File: config.mk
export PLATFORM = sky130hd
export DESIGN_NAME = uart_tx_block_flat
export DESIGN_NICKNAME = d
export VERILOG_FILES = /design/src/rtl/uart_pkg.sv /design/src/rtl/uart_tx_block_if.sv /design/src/rtl/flex_counter.sv /design/src/rtl/uart_tx_timer.sv /design/src/rtl/uart_tx_block.sv /design/src/flat_wrapper.sv
export SDC_FILE = /design/constraint.sdc
export NUM_CORES = 1
export LEC_CHECK = 0
export ABC_AREA = 0
export BUFFER_PORTS_ARGS = -buffer_cell sky130_fd_sc_hd__buf_2
export CORE_ASPECT_RATIO = 0.5
export CORE_MARGIN = 1.5
export CORE_UTILIZATION = 32
export CTS_CLUSTER_SIZE = 24
export DETAILED_ROUTE_END_ITERATION = 10
export GPL_TIMING_DRIVEN = 0
export PLACE_DENSITY = 0.54
export SETUP_SLACK_MARGIN = 0.4
export SLEW_MARGIN = 0
export SYNTH_ARGS = -nofsm -noshare
export SYNTH_HDL_FRONTEND = slang
export SYNTH_SLANG_ARGS = --single-unit
File: constraint.sdc
create_clock -name clk -period 4.9 [get_ports clk]
set_clock_uncertainty 0.2 [all_clocks]
set_input_delay 0.49 -clock clk [delete_from_list [all_inputs] [get_ports clk]]
set_output_delay 0.49 -clock clk [all_outputs]
set_load 0.01 [all_outputs]
File: src/rtl/uart_pkg.sv
// rtl/uart_pkg.sv - shared UART transmit types and line levels
package uart_pkg;

    typedef enum logic [2:0] {
        IDLE,
        START,
        DATA,
        PARITY,
        STOP
    } tx_state_t;

    localparam logic LINE_IDLE = 1'b1;
    localparam logic START_BIT = 1'b0;
    localparam logic STOP_BIT  = 1'b1;

endpackage

File: src/rtl/uart_tx_block_if.sv
// rtl/uart_tx_block_if.sv - host/pad side signals of the UART transmitter
interface uart_tx_block_if #(
    parameter int DATA_BITS = 8
) ();

    logic [DATA_BITS-1:0] tx_data;
    logic                 tx_start;
    logic                 tx_ready;
    logic                 serial_out;
    logic                 tx_done;

    modport master (
        output tx_data,
        output tx_start,
        input  tx_ready,
        input  serial_out,
        input  tx_done
    );

    modport slave (
        input  tx_data,
        input  tx_start,
        output tx_ready,
        output serial_out,
        output tx_done
    );

endinterface

File: src/rtl/flex_counter.sv
// rtl/flex_counter.sv - up counter that wraps to zero after rollover_val
module flex_counter #(
    parameter int WIDTH = 4
) (
    input  logic             clk,
    input  logic             n_rst,
    input  logic             clear,
    input  logic             count_enable,
    input  logic [WIDTH-1:0] rollover_val,
    output logic [WIDTH-1:0] count_out
);

    always_ff @(posedge clk or negedge n_rst) begin
        if (!n_rst) begin
            count_out <= '0;
        end else if (clear) begin
            count_out <= '0;
        end else if (count_enable) begin
            count_out <= (count_out == rollover_val) ? '0 : count_out + WIDTH'(1);
        end
    end

endmodule

File: src/rtl/uart_tx_timer.sv
// rtl/uart_tx_timer.sv - bit-period timer; bit_tick marks the last clock of each bit
module uart_tx_timer #(
    parameter int CLKS_PER_BIT = 10
) (
    input  logic clk,
    input  logic n_rst,
    input  logic enable,
    input  logic clear,
    output logic bit_tick
);

    localparam int CW = $clog2(CLKS_PER_BIT);
    localparam logic [CW-1:0] LAST = CW'(CLKS_PER_BIT - 1);

    logic [CW-1:0] count;

    flex_counter #(.WIDTH(CW)) u_counter (
        .clk          (clk),
        .n_rst        (n_rst),
        .clear        (clear),
        .count_enable (enable),
        .rollover_val (LAST),
        .count_out    (count)
    );

    assign bit_tick = enable && (count == LAST);

endmodule

File: src/rtl/uart_tx_block.sv
// rtl/uart_tx_block.sv - UART transmitter top; UART_TX_PARITY_EN adds an even-parity bit
module uart_tx_block
    import uart_pkg::*;
#(
    parameter int CLKS_PER_BIT = 10,
    parameter int DATA_BITS    = 8
) (
    input logic            clk,
    input logic            n_rst,
    uart_tx_block_if.slave bus
);

    localparam int BW = $clog2(DATA_BITS) + 1;
    localparam logic [BW-1:0] LAST_IDX = BW'(DATA_BITS - 1);

    tx_state_t            state, state_next;
    logic [DATA_BITS-1:0] shreg, shreg_next;
    logic [BW-1:0]        bit_idx, idx_next;
    logic                 serial_r, serial_next;
    logic                 ready_r, done_r, done_next;
    logic                 accept, bit_tick;
`ifdef UART_TX_PARITY_EN
    logic                 parity_r;
`endif

    uart_tx_timer #(.CLKS_PER_BIT(CLKS_PER_BIT)) u_timer (
        .clk      (clk),
        .n_rst    (n_rst),
        .enable   (state != IDLE),
        .clear    (accept),
        .bit_tick (bit_tick)
    );

    always_ff @(posedge clk or negedge n_rst) begin
        if (!n_rst) begin
            state    <= IDLE;
            shreg    <= '0;
            bit_idx  <= '0;
            serial_r <= LINE_IDLE;
            ready_r  <= 1'b1;
            done_r   <= 1'b0;
        end else begin
            state    <= state_next;
            shreg    <= shreg_next;
            bit_idx  <= idx_next;
            serial_r <= serial_next;
            ready_r  <= (state_next == IDLE);
            done_r   <= done_next;
        end
    end

`ifdef UART_TX_PARITY_EN
    // Parity is taken from the byte as accepted, since shreg is consumed by shifting.
    always_ff @(posedge clk or negedge n_rst) begin
        if (!n_rst) begin
            parity_r <= 1'b0;
        end else if (accept) begin
            parity_r <= ^bus.tx_data;
        end
    end
`endif

    always_comb begin
        state_next = state;
        shreg_next = shreg;
        idx_next   = bit_idx;
        accept     = 1'b0;
        done_next  = 1'b0;
        case (state)
            IDLE: begin
                if (bus.tx_start && ready_r) begin
                    accept     = 1'b1;
                    state_next = START;
                    shreg_next = bus.tx_data;
                end
            end
            START: begin
                if (bit_tick) begin
                    state_next = DATA;
                    idx_next   = '0;
                end
            end
            DATA: begin
                if (bit_tick) begin
                    shreg_next = shreg >> 1;
                    if (bit_idx == LAST_IDX) begin
`ifdef UART_TX_PARITY_EN
                        state_next = PARITY;
`else
                        state_next = STOP;
`endif
                    end else begin
                        idx_next = bit_idx + BW'(1);
                    end
                end
            end
`ifdef UART_TX_PARITY_EN
            PARITY: begin
                if (bit_tick) state_next = STOP;
            end
`endif
            STOP: begin
                if (bit_tick) begin
                    state_next = IDLE;
                    done_next  = 1'b1;
                end
            end
            default: state_next = IDLE;
        endcase

        // Line level is decided from the upcoming state so serial_out can be a flop.
        case (state_next)
            START:   serial_next = START_BIT;
            DATA:    serial_next = shreg_next[0];
`ifdef UART_TX_PARITY_EN
            PARITY:  serial_next = parity_r;
`endif
            STOP:    serial_next = STOP_BIT;
            default: serial_next = LINE_IDLE;
        endcase
    end

    assign bus.serial_out = serial_r;
    assign bus.tx_ready   = ready_r;
    assign bus.tx_done    = done_r;

endmodule

File: src/flat_wrapper.sv
// flat-port wrapper written by rule: the top's interface ports become plain ports
module uart_tx_block_flat import uart_pkg::*;
#(
    parameter int CLKS_PER_BIT = 10,
    parameter int DATA_BITS    = 8
)
  (clk, n_rst, bus_tx_data, bus_tx_start, bus_tx_ready, bus_serial_out, bus_tx_done);
  uart_tx_block_if #(.DATA_BITS(DATA_BITS)) bus_i ();
  input logic clk;
  input logic n_rst;
  input wire logic [$bits(bus_i.tx_data)-1:0] bus_tx_data;
  input wire logic [$bits(bus_i.tx_start)-1:0] bus_tx_start;
  output wire logic [$bits(bus_i.tx_ready)-1:0] bus_tx_ready;
  output wire logic [$bits(bus_i.serial_out)-1:0] bus_serial_out;
  output wire logic [$bits(bus_i.tx_done)-1:0] bus_tx_done;
  assign bus_i.tx_data = bus_tx_data;
  assign bus_i.tx_start = bus_tx_start;
  assign bus_tx_ready = bus_i.tx_ready;
  assign bus_serial_out = bus_i.serial_out;
  assign bus_tx_done = bus_i.tx_done;
  uart_tx_block #(.CLKS_PER_BIT(CLKS_PER_BIT), .DATA_BITS(DATA_BITS)) u_core (.clk(clk), .n_rst(n_rst), .bus(bus_i));
endmodule
---- Word-level counts from Yosys, hierarchy flattened ----
Cells that the tools add are included.
word-level totals
  bits in registers ....................... 22
  output and inout bits ................... 3
cells by class
  $add $sub $neg .......................... 2
  equal/unequal tests ..................... 11
  multiplexer cells ....................... 21
  reduce and logical (&&, ||, !) cells .... 10
operators by type and width
  operator                                                                 number
  4-bit 2-to-1 mux                                                         6
  8-bit 2-to-1 mux                                                         2
  8-bit case mux with 2 select lines                                       1
  3-bit 2-to-1 mux                                                         5
  3-bit case mux with 4 select lines                                       1
  4-bit by 1-bit adder with 4-bit output, second input constant            2
  4-bit case mux with 2 select lines                                       1
  3-bit by 1-bit equality test with 1-bit output, second input constant    2
  3-bit by 2-bit equality test with 1-bit output, second input constant    2
  3-bit logical NOT                                                        2
  2-bit by 1-bit inequality test with 1-bit output, second input constant  3
  2-bit nonzero test                                                       3
  4-bit by 3-bit equality test with 1-bit output, second input constant    1
  4-bit equality test, second input constant                               1
  1-bit 2-to-1 mux                                                         4
  4-bit AND reduction                                                      1
  3-bit equality test, second input constant                               1
  3-bit AND reduction                                                      1
  3-bit nonzero test                                                       1
  1-bit logical AND                                                        2
  2-bit inequality test, second input constant                             1
  1-bit case mux with 2 select lines                                       1

---- Depth between registers and ports, before layout ----
  depth in word-level cells ............... 6
  gate-level depth with buffers ........... 6
  gate-level depth less buffers ........... 5

---- Cells and area by module ----
From an unflattened synthesis, not the netlist that was laid out.
second synthesis, totals
  cells, all modules ...................... 112
  area, all modules ....................... 1097.3 um^2
modules (own cells, without submodules)
  module         times used  cells an instance  area an instance (um^2)  seq. area each (um^2)
  uart_tx_block  1           81                 822.0                    452.9
  flex_counter   1           27                 255.2                    100.1
  uart_tx_timer  1           4                  20.0                     0.0

---- Worst setup path before layout ----
No wires, ideal clock.
  path kind ............................... reg2reg
  start point ............................. register u_core.u_timer.u_counter.count_out[2]
  end point ............................... register u_core.bit_idx[3]
  setup time .............................. 78 ps
  data arrival time ....................... 1737 ps
  required time ........................... 4622 ps
  setup slack ............................. 2885 ps
  stages on the path, launching flop included .. 6
  path buffers ............................ 1
  period minus slack after synthesis ...... 2015 ps
  cells stage by stage .................... dfrtp_1 -> nand4bb_1 -> buf_6 -> or4_4 -> or3_1 -> a21boi_1
on the way
  longest elaborated chain between the ends .. 4
RTL lines
  what                                                               RTL line             text
  start, declared                                                    flex_counter.sv:10   output logic [WIDTH-1:0] count_out
  start signal, assigned                                             flex_counter.sv:19   count_out <= (count_out == rollover_val) ? '0 : count_out + WIDTH'(1);
  4-bit equality test *                                              uart_tx_timer.sv:26  assign bit_tick = enable && (count == LAST);
  1-bit logical AND *                                                uart_tx_timer.sv:26
  2-bit by 1-bit inequality test with 1-bit output (no source line)  n/a
  4-bit AND reduction (no source line) *                             n/a
  end signal, assigned                                               uart_tx_block.sv:45  bit_idx <= idx_next;
  end, declared                                                      uart_tx_block.sv:18  logic [BW-1:0] bit_idx, idx_next;
Every way passes the cells marked *; elsewhere a longest branch is shown, timed or not.
A chain may end at the register's enable or synchronous reset.

---- Worst setup path after layout ----
  start point ............................. register u_core.state[0]
  end point ............................... register u_core.shreg[3]
on the way
  longest elaborated chain between the ends .. 4
RTL lines
  what                                                               RTL line             text
  start, declared                                                    uart_tx_block.sv:16  tx_state_t state, state_next;
  start signal, assigned                                             uart_tx_block.sv:43  state <= state_next;
  3-bit nonzero test                                                 uart_tx_block.sv:29  .enable (state != IDLE),
  1-bit logical AND                                                  uart_tx_timer.sv:26
  2-bit by 1-bit inequality test with 1-bit output (no source line)  n/a
  3-bit AND reduction (no source line)                               n/a
  end signal, assigned                                               uart_tx_block.sv:44  shreg <= shreg_next;
  end, declared                                                      uart_tx_block.sv:17  logic [DATA_BITS-1:0] shreg, shreg_next;
Several ways; a longest one is shown, not always the timed one.

==> impl_metrics.csv <==
group,metric,value,unit
floorplanning,dieArea,3819,um^2
floorplanning,ioPinCount,14,
global_routing,grt_pass1_vias,799,
worst_setup_path,r2r_end,"u_core.shreg[3]",
worst_hold_path,hold_path_class,"input pin to flop",
timing,setup-violations-final,0,
pwr,peakVddDrop,0.1131,mV
global_routing,grt_pass1_wl,3.726,mm
layout,multi_input_area,489.2,um^2
timing,hold_viol_final,0,
pwr,pwr-share-clk,20.9,%
floorplanning,fp.coreArea,3136,um^2
floorplanning,die_w,85.91,um
worst_setup_path,r2r_start,"u_core.state[0]",
worst_setup_path,critPathCaptureType,"flop",
pwr,combPwrFrac,32.6,%
worst_setup_path,crit_fanout,10,
yosys,yosysWarnings,0,
drt,drcViolationCount,0,
layout,ff_latch_area,553.0,um^2
clock_tree,cts_sinks,22,
clock_tree,cts_buffers,3,
worst_hold_path,min_to,"u_core.shreg[7]",
worst_setup_path,crit_path_start,"u_core.state[0]",
pwr,internal_power,0.0004213,W
pwr,p_leak,0.6048,nW
flow_run,cap_violations,0,
timing,slew_headroom,51.05,%
clock_tree,cts_setup_buffers,0,
clock_tree,clk_pin_slew_worst_paths,80,ps
drt,first_iter_violations,70,
yosys,syn_nets,115,
timing,slew_violations,0,
yosys,ys.flop_type,"dfrtp_1",
layout,syn2layout_area_growth,16.38,%
worst_setup_path,r2r_slack,2690,ps
floorplanning,start_util,35.08,%
clock_tree,htreeDepth,1,
global_routing,overflow,0,
pwr,p_seq_share,46.5,%
clock_tree,ctsResizeCount,0,
layout,drive_gt1_share,23.97,%
yosys,syn_inst,103,
worst_hold_path,hold_depth,2,
drt,vias,832,
yosys,synthArstFlopShare,100.0,%
drt,vias_per_cell,5.168,
floorplanning,rows,14,
yosys,syn-cell-area,1100,um^2
worst_hold_path,worstHoldStart,"bus_tx_data[7]",
place,routabilityCongestion,0.7671,
drt,detail-route-antenna-nets,0,
clock_tree,clock_path_buffers,2,
floorplanning,die_h,44.46,um
timing,hold_slack,244.5,ps
layout,nets,134,
yosys,synth-edff-count,0,
timing,tightestPinTransition,728.7,ps
worst_setup_path,worstRegToRegCells,6,
layout,n_antenna_cell,0,
worst_setup_path,worstSetupStartpointType,"flop",
pwr,p_switching,0.0002024,W
timing,layout_min_cycle_time,2207,ps
timing,rsz0062_at_grt,"no",
drt,routed_wl,2.107,mm
timing,finalCritPeriodShare,45.04,%
yosys,avgSynthCellArea,10.68,um^2
global_routing,grt_max_degree,23,
place,place_hpwl,1.489,mm
drt,wl_per_cell,13.09,um
drt,drtPass1Iterations,4,
yosys,yosysUniqueCellTypes,43,
clock_tree,cts_root_buffer,"clkbuf_8",
yosys,ys_ff_latch,22,
yosys,yosysSeqAreaShare,50.28,%
global_routing,antenna_found_initial,0,
pwr,swShare,32.45,%
timing,setup_tns,0,ps
global_routing,gr-usage-all-layers,12.78,%
pwr,power_density,487.2,nW/um^2
worst_setup_path,required,4860,ps
run_status,run_status,"completed",
place,io_buffers,13,
layout,n_fill_cell,322,
worst_setup_path,worstPathArrival,2170,ps
clock_tree,cts_tree,"built",
worst_setup_path,critPathKind,"flop to flop",
timing,clock.fmax,0.4531,GHz
clock_tree,insertion_delay,260,ps
-- sequential cells by signal (all words and copies together), names as in the netlist --
name	count
u_core.bus.serial_out	1
u_core.bus.tx_done	1
u_core.bus.tx_ready	1
u_core.state	3
u_core.u_timer.u_counter.count_out	4
u_core.bit_idx	4
u_core.shreg	8
-- worst max path at each step --
stage                              endpoint  cells after the start
after global routing        u_core.shreg[7]                      6
final                       u_core.shreg[3]                      6
after global placement      u_core.shreg[7]                      5
after floorplan           u_core.bit_idx[3]                      5
after CTS                   u_core.shreg[3]                      6
after detailed placement    u_core.shreg[7]                      6
-- cells in the mapped netlist, types with 2 or more instances --
cell,n,share of area (%)
a21o_1,6,4.1
a21oi_1,2,0.91
a22o_1,7,5.6
buf_6,2,2.0
dfrtp_1,20,46
dfstp_2,2,4.8
inv_1,5,1.7
mux2i_1,2,1.8
nand2_1,5,1.7
nand3_1,2,0.91
nor2_1,7,2.4
nor2b_1,2,1.1
o21a_1,2,1.4
o21ai_0,9,4.1
xnor2_1,2,1.6
-- worst max-delay path, cell delays in order, from the launching register on --
cell     delay, ps
dfrtp_1        390
buf_6          140
nor3_1         600
nor2b_1        200
buf_2          200
nor2_1         150
a21o_1         220
-- cells by family after synthesis --
| kind of cell | Yosys count | share of synthesized area (%) |
|---|---|---|
| buffers and inverters | 10 | 5.233 |
| AO/OA/AOI/OAI | 35 | 22.98 |
| multiplexers | 2 | 1.820 |
| adder cells (fa/ha/maj) | 1 | 1.137 |
| AND/OR/NAND/NOR | 31 | 16.95 |
| flip-flops | 22 | 50.28 |
| XOR/XNOR | 2 | 1.593 |
-- routing by layer --
layer	part of all wire [%]	wire length (um)	vias to the layer above	global-route usage, %
li1	-	-	414	-
met1	55	1153	400	18.49
met2	41	858	16	18.43
met3	4.1	86	2	3.918
met4	0.47	10	0	3.871
met5	0	0	-	0
-- cell type report --
type                            instances  share of cell area [%]
Buffer                                  5                   3.030
Timing Repair Buffer                   14                   5.865
Tap cell                               40                   3.910
Clock buffer                            4                   4.301
Multi-Input combinational cell         71                   38.22
Inverter                                5                   1.466
Sequential cell                        22                   43.21
-- through the flow --
step	setup slack (ps)	util [%]	total power [W]	std cells	area (um^2)
final	2693	40.82	0.0006237	161	1280
after detailed placement	2698	38.75	0.0004981	156	1215
after floorplan	2885	-	0.0004433	103	1100
after CTS	2689	40.82	0.0006320	161	1280
after global placement	2689	38.75	0.0004951	156	1215
after global routing	2512	40.82	0.0006741	161	1280
-- timing repair --
action / CTS / global route
hold buffers: 1 / 0
endpoints found under the setup margin: 0 / 0
endpoints found under the hold margin: 6 / 0
-- cell usage in the layout, fill, tap and decap left out, types with 4 or more instances in the layout --
master,count
clkbuf_8,4
inv_1,5
nor2_1,7
a21o_1,6
o21ai_0,9
a22o_1,7
dfrtp_1,20
nand2_1,5
buf_2,14
-- power groups by stage --
stage	sequential [W]	combinational, W	clock (W)
floorplan	0.000287	0.000157	0
global placement	0.000292	0.000203	0
detailed placement	0.000293	0.000206	0
CTS	0.000290	0.000207	0.000135
global route	0.000301	0.000231	0.000142
finish	0.000290	0.000203	0.000131
(Power assumes the default switching activity.)
